## src/rtl/score_pulse_gen.sv

```systemverilog
// Score pulse generator: queues hit points and feeds one count-enable pulse per point
// to the decimal score counter. Optional bonus input (doubled points) under SCORE_BONUS_EN.
module score_pulse_gen #(
  parameter int PEND_W    = 8,
  parameter int PTS_W     = 4,
  parameter int PULSE_GAP = 0
) (
  input  logic              clock,
  input  logic              reset,
  input  logic              clear,
  input  logic              hit_valid,
  input  logic [PTS_W-1:0]  hit_points,
  output logic              hit_ready,
  input  logic              counter_carry,
`ifdef SCORE_BONUS_EN
  input  logic              bonus,
`endif
  output logic              enable,
  output logic [PEND_W-1:0] pending,
  output logic              busy,
  output logic              overflow
);

  localparam int SW = ((PEND_W > PTS_W + 1) ? PEND_W : PTS_W + 1) + 1;
  localparam int GW = (PULSE_GAP > 0) ? $clog2(PULSE_GAP + 1) : 1;
  localparam logic [SW-1:0] MAXP = SW'((2 ** PEND_W) - 1);

  typedef enum logic [1:0] {IDLE, PULSE, GAP} state_t;

  state_t            r_state;
  logic              r_enable;
  logic              r_overflow;
  logic [PEND_W-1:0] r_pending;
  logic [GW-1:0]     r_gap;

  logic [PTS_W:0]    w_add;
  logic [PEND_W-1:0] w_rem;
  logic [SW-1:0]     w_sum;
  logic              w_accept;
  logic [PEND_W-1:0] w_pend_next;

`ifdef SCORE_BONUS_EN
  assign w_add = bonus ? {hit_points, 1'b0} : {1'b0, hit_points};
`else
  assign w_add = {1'b0, hit_points};
`endif

  // w_rem excludes the pulse already on the wire; it is what is still owed after this edge.
  assign w_rem       = r_pending - PEND_W'(r_enable);
  assign w_sum       = SW'(w_rem) + SW'(w_add);
  assign hit_ready   = !r_overflow && !clear && (w_sum <= MAXP);
  assign w_accept    = hit_valid && hit_ready;
  assign w_pend_next = w_rem + (w_accept ? PEND_W'(w_add) : '0);

  always_ff @(posedge clock or negedge reset) begin
    if (!reset) begin
      r_state    <= IDLE;
      r_enable   <= 1'b0;
      r_overflow <= 1'b0;
      r_pending  <= '0;
      r_gap      <= '0;
    end else if (clear) begin
      r_state    <= IDLE;
      r_enable   <= 1'b0;
      r_overflow <= 1'b0;
      r_pending  <= '0;
      r_gap      <= '0;
    end else begin
      r_pending <= w_pend_next;
      if (counter_carry) begin
        r_overflow <= 1'b1;
        r_state    <= IDLE;
        r_enable   <= 1'b0;
      end else if (r_overflow) begin
        r_state  <= IDLE;
        r_enable <= 1'b0;
      end else begin
        unique case (r_state)
          IDLE: begin
            r_enable <= 1'b0;
            if (w_rem != '0) r_state <= PULSE;
          end
          PULSE: begin
            r_enable <= 1'b1;
            if (PULSE_GAP > 0) begin
              r_state <= GAP;
              r_gap   <= GW'(PULSE_GAP);
            end else if (w_pend_next > PEND_W'(1)) begin
              r_state <= PULSE;
            end else begin
              r_state <= IDLE;
            end
          end
          GAP: begin
            r_enable <= 1'b0;
            r_gap    <= r_gap - GW'(1);
            if (r_gap <= GW'(1)) r_state <= (w_rem != '0) ? PULSE : IDLE;
          end
          default: begin
            r_enable <= 1'b0;
            r_state  <= IDLE;
          end
        endcase
      end
    end
  end

  assign enable   = r_enable;
  assign pending  = r_pending;
  assign overflow = r_overflow;
  assign busy     = (r_pending != '0) || (r_state != IDLE);

endmodule

```

## config.mk

```make
export PLATFORM = sky130hd
export DESIGN_NAME = score_pulse_gen
export DESIGN_NICKNAME = d
export VERILOG_FILES = /design/src/rtl/score_pulse_gen.sv
export SDC_FILE = /design/constraint.sdc
export NUM_CORES = 1
export LEC_CHECK = 0
export CAP_MARGIN = 20
export CORE_MARGIN = 1
export CORE_UTILIZATION = 65
export CTS_BUF_LIST = sky130_fd_sc_hd__clkbuf_4
export DETAILED_ROUTE_END_ITERATION = 16
export DONT_BUFFER_PORTS = 1
export MAX_ROUTING_LAYER = met4
export PLACE_DENSITY = 0.77
export SYNTH_ARGS = -nofsm -noshare
export SYNTH_HDL_FRONTEND = slang
export SYNTH_SLANG_ARGS = --single-unit
```

## constraint.sdc

```tcl
create_clock -name clock -period 4 [get_ports clock]
set_input_delay 0.6 -clock clock [delete_from_list [all_inputs] [get_ports clock]]
set_output_delay 0.6 -clock clock [all_outputs]
set_load 0.03 [all_outputs]
```

==> summary.md <==
| Metric | Value |
|---|---|
| Outcome | `complete, no violations` |
| Max-slew violation count | `0` |
| GR Overflow Total | `0` |
| Chip width | `41.83 um` |
| Hold Worst Slack | `0.02311 ns` |
| Vias | `866` |
| Die footprint | `1749 um^2` |
| Initial DRC count | `26` |
| Routed vias/inst | `6.368` |
| Top Ports | `21` |
| DR pass1 iterations | `4` |
| Clk_skew | `~0.0057 ns` |
| DRC Markers | `0` |
| GR Util All Layers | `0.3009` |
| PortBufs | `0` |
| Vias in the first global route | `just under 900` |
| Num CTS Buffers | `3` |
| Headroom to the max-slew limit | `0.5640` |
| Net count after synthesis | `between 100 and 150` |
| Clock Power Share | `0.264` |
| Crit start category | `flop` |
| Drt total wl | `2.398 mm` |
| Worst hold path type | `input pin to async pin` |
| Die H | `41.83 um` |
| R2R setup slack | `approximately 0.19 ns` |
| Arr. time, crit path | `between 3 and 4 ns` |
| Peak supply drop | `0.0003172 V` |
| Placed wire-length estimate | `1.810 mm` |
| Average size of a mapped cell | `approximately 9.3 um^2` |
| Root Driver | `clkbuf_4` |
| Routed Antenna Nets | `0` |
| CTS HTree Levels | `1` |
| YS warnings | `0` |
| Clock buffer depth | `2` |
| R2r startpoint | `pending[0]$_DFF_PN0_` |
| Share of post-route cells with drive strength above 1 | `0.2750` |
| Crit. End Element | `flop` |
| Internal | `198.4 uW` |
| Starting density of the core | `0.6924` |
| Switching pwr | `103.3 uW` |
| Antenna violations before repair | `0` |
| Final #Nets | `141` |
| Core Util, Final | `0.7840` |
| Hold-fix buffers, CTS | `0` |
| Worst path required time | `approximately 4.1 ns` |
| R2R Path End | `r_state[0]$_DFFE_PN0P_` |
| Clock sink count | `11` |
| Crit path kind | `flop to flop` |
| Maximum clock rate | `0.2625 GHz` |
| Post-synthesis sequential element count | `11` |
| Post-synthesis async set-or-reset flop share | `1.000` |
| Reg power frac | `0.441` |
| Sequential element share of the synthesized area | `0.2670` |
| Core ar. | `1489 um^2` |
| ANT cells | `0` |
| Final hold violation count | `0` |
| # Max-Cap Violations | `0` |
| Final Cycle Share | `0.9523` |
| Length in cells of the worst reg-to-reg path | `18` |
| LEAKAGE | `roughly 0.00057 uW` |
| Synth Instances | `111` |
| Mapped Area | `1031 um^2` |
| Slew of the pin with the lowest slew margin | `0.6540 ns` |
| Row count | `14` |
| Reg clk slew, reported paths | `0.07 ns` |
| Combinational Power Share | `0.296` |
| Switching part of the total power | `0.3424` |
| Yosys cell types | `41` |
| Final setup viols | `0` |
| Pin count of the biggest net entering global routing | `12` |
| Post-synth top flop | `dfrtp_1` |
| Post-synth EDFFs | `0` |
| CTS tree | `built` |
| Final Wtd Congestion | `0.8688` |
| Average wire per standard cell | `17.63 um` |
| Critical Path Fanout Max | `5` |
| Clk_lat worst skew | `0.26 ns` |
| Synthesis-to-layout area growth | `13.23%` |
| Pwr dens | `around 260 nW/um^2` |
| Fin crit period | `~3.8 ns` |
| First-pass GRT wire length | `3.850 mm` |
==> Yosys cell counts (2+ instances only) <==
cell / number / share of area
o21ai_0: 3 / 0.015
ha_1: 9 / 0.11
nor2b_1: 2 / 0.012
inv_1: 9 / 0.033
o2bb2ai_1: 2 / 0.017
nand4_1: 4 / 0.024
a31oi_1: 2 / 0.012
a21oi_1: 3 / 0.015
xor2_1: 4 / 0.034
nor4_1: 2 / 0.012
nor2_1: 12 / 0.044
dfrtp_1: 11 / 0.27
and3_1: 3 / 0.018
nand2_1: 3 / 0.011
o21ai_1: 2 / 0.0097
xnor2_1: 7 / 0.059
nor3_1: 2 / 0.0097
fa_1: 2 / 0.039
nand3_1: 7 / 0.034
==> layer usage <==
layer | routed length (um) | track usage | vias up
li1 | - | - | 412
met1 | 933 | 0.3551 | 405
met2 | 1261 | 0.5156 | 37
met3 | 121 | 0.09130 | 12
met4 | 82 | 0.04516 | 0
met5 | 0 | - | -
==> worst max path at each step <==
| stage | start | endpoint |
|---|---|---|
| floorplan | pending[0]$_DFF_PN0_ | r_state[0]$_DFFE_PN0P_ |
| global placement | pending[0]$_DFF_PN0_ | r_state[0]$_DFFE_PN0P_ |
| detailed placement | pending[0]$_DFF_PN0_ | r_state[0]$_DFFE_PN0P_ |
| CTS | pending[0]$_DFF_PN0_ | r_state[0]$_DFFE_PN0P_ |
| global route | pending[0]$_DFF_PN0_ | r_state[0]$_DFFE_PN0P_ |
| finish | pending[0]$_DFF_PN0_ | r_state[0]$_DFFE_PN0P_ |
==> critical path, stage by stage, from the launching register on <==
cell and delay [ns]:
dfrtp_1 0.38, inv_1 0.06, ha_2 0.20, or2b_4 0.29
nor2_2 0.09, xnor2_1 0.16, inv_1 0.09, ha_1 0.29
a21oi_2 0.05, o31a_4 0.41, and3_1 0.21, ha_1 0.21
inv_1 0.08, fa_2 0.23, nor2b_1 0.05, o21ai_0 0.20
nand2_1 0.19, o41ai_2 0.37, a31oi_1 0.12
==> cell families (layout without fill, tap and decap cells) <==
logic type	count (synthesis)	after routing	synth area share
flops	11	11	0.2670
xor+xnor	12	12	0.1092
mux	1	1	0.009709
simple gates	45	45	0.2658
fa+ha+maj	11	11	0.1481
buf+inv	12	21	0.06310
compound gates	19	19	0.1371
==> flip-flops by register name, indices dropped and copies added (netlist names) <==
| signal | flops |
|---|---|
| r_state | 1 |
| overflow | 1 |
| enable | 1 |
| pending | 8 |
==> repair_timing <==
item                       4_1_cts  5_1_grt
buffers inserted                 0        3
setup endpoints to repair        0        2
gates resized for setup          0       12
==> placed cells by master (no fill, tap or decap), types with 3 or more instances in the layout <==
master    Yosys  routed
clkbuf_4      0       4
xnor2_1       7       7
nand2_1       3       3
and3_1        3       3
nor2_1       12      11
ha_1          9       7
dfrtp_1      11      11
nand3_1       7       6
nand4_1       4       4
buf_4         1       8
o21ai_0       3       3
inv_1         9       9
==> layout make-up <==
cell class | instances | area (um^2)
multi-input combinational | 88 | 748.2
fill | 101 | 321.6
sequential | 11 | 275.3
timing repair buffer | 8 | 60.06
inverter | 9 | 33.78
clock buffer | 4 | 30.03
tap | 16 | 20.02
==> per-stage QoR <==
step	TNS [ns]	power [uW]	setup WS, ns	cells	instance area [um^2]
after global routing	-0.1420	320.6	-0.06713	136	1167
after CTS	0	296.0	0.06518	133	1087
after floorplan	0	197.9	0.3473	111	1031
after global placement	0	211.8	0.1987	129	1057
after detailed placement	0	214.3	0.08057	129	1057
final	0	301.6	0.1907	136	1167
==> power by group through the flow <==
stage	logic [uW]	clock network (uW)	registers, uW
after CTS	80.5	83.5	132
after floorplan	61.7	0	136
after global placement	77.7	0	134
after global routing	99.1	87.9	134
after detailed placement	80.0	0	134
final	89.1	79.5	133
No activity file was read; power rests on OpenSTA's default activity.
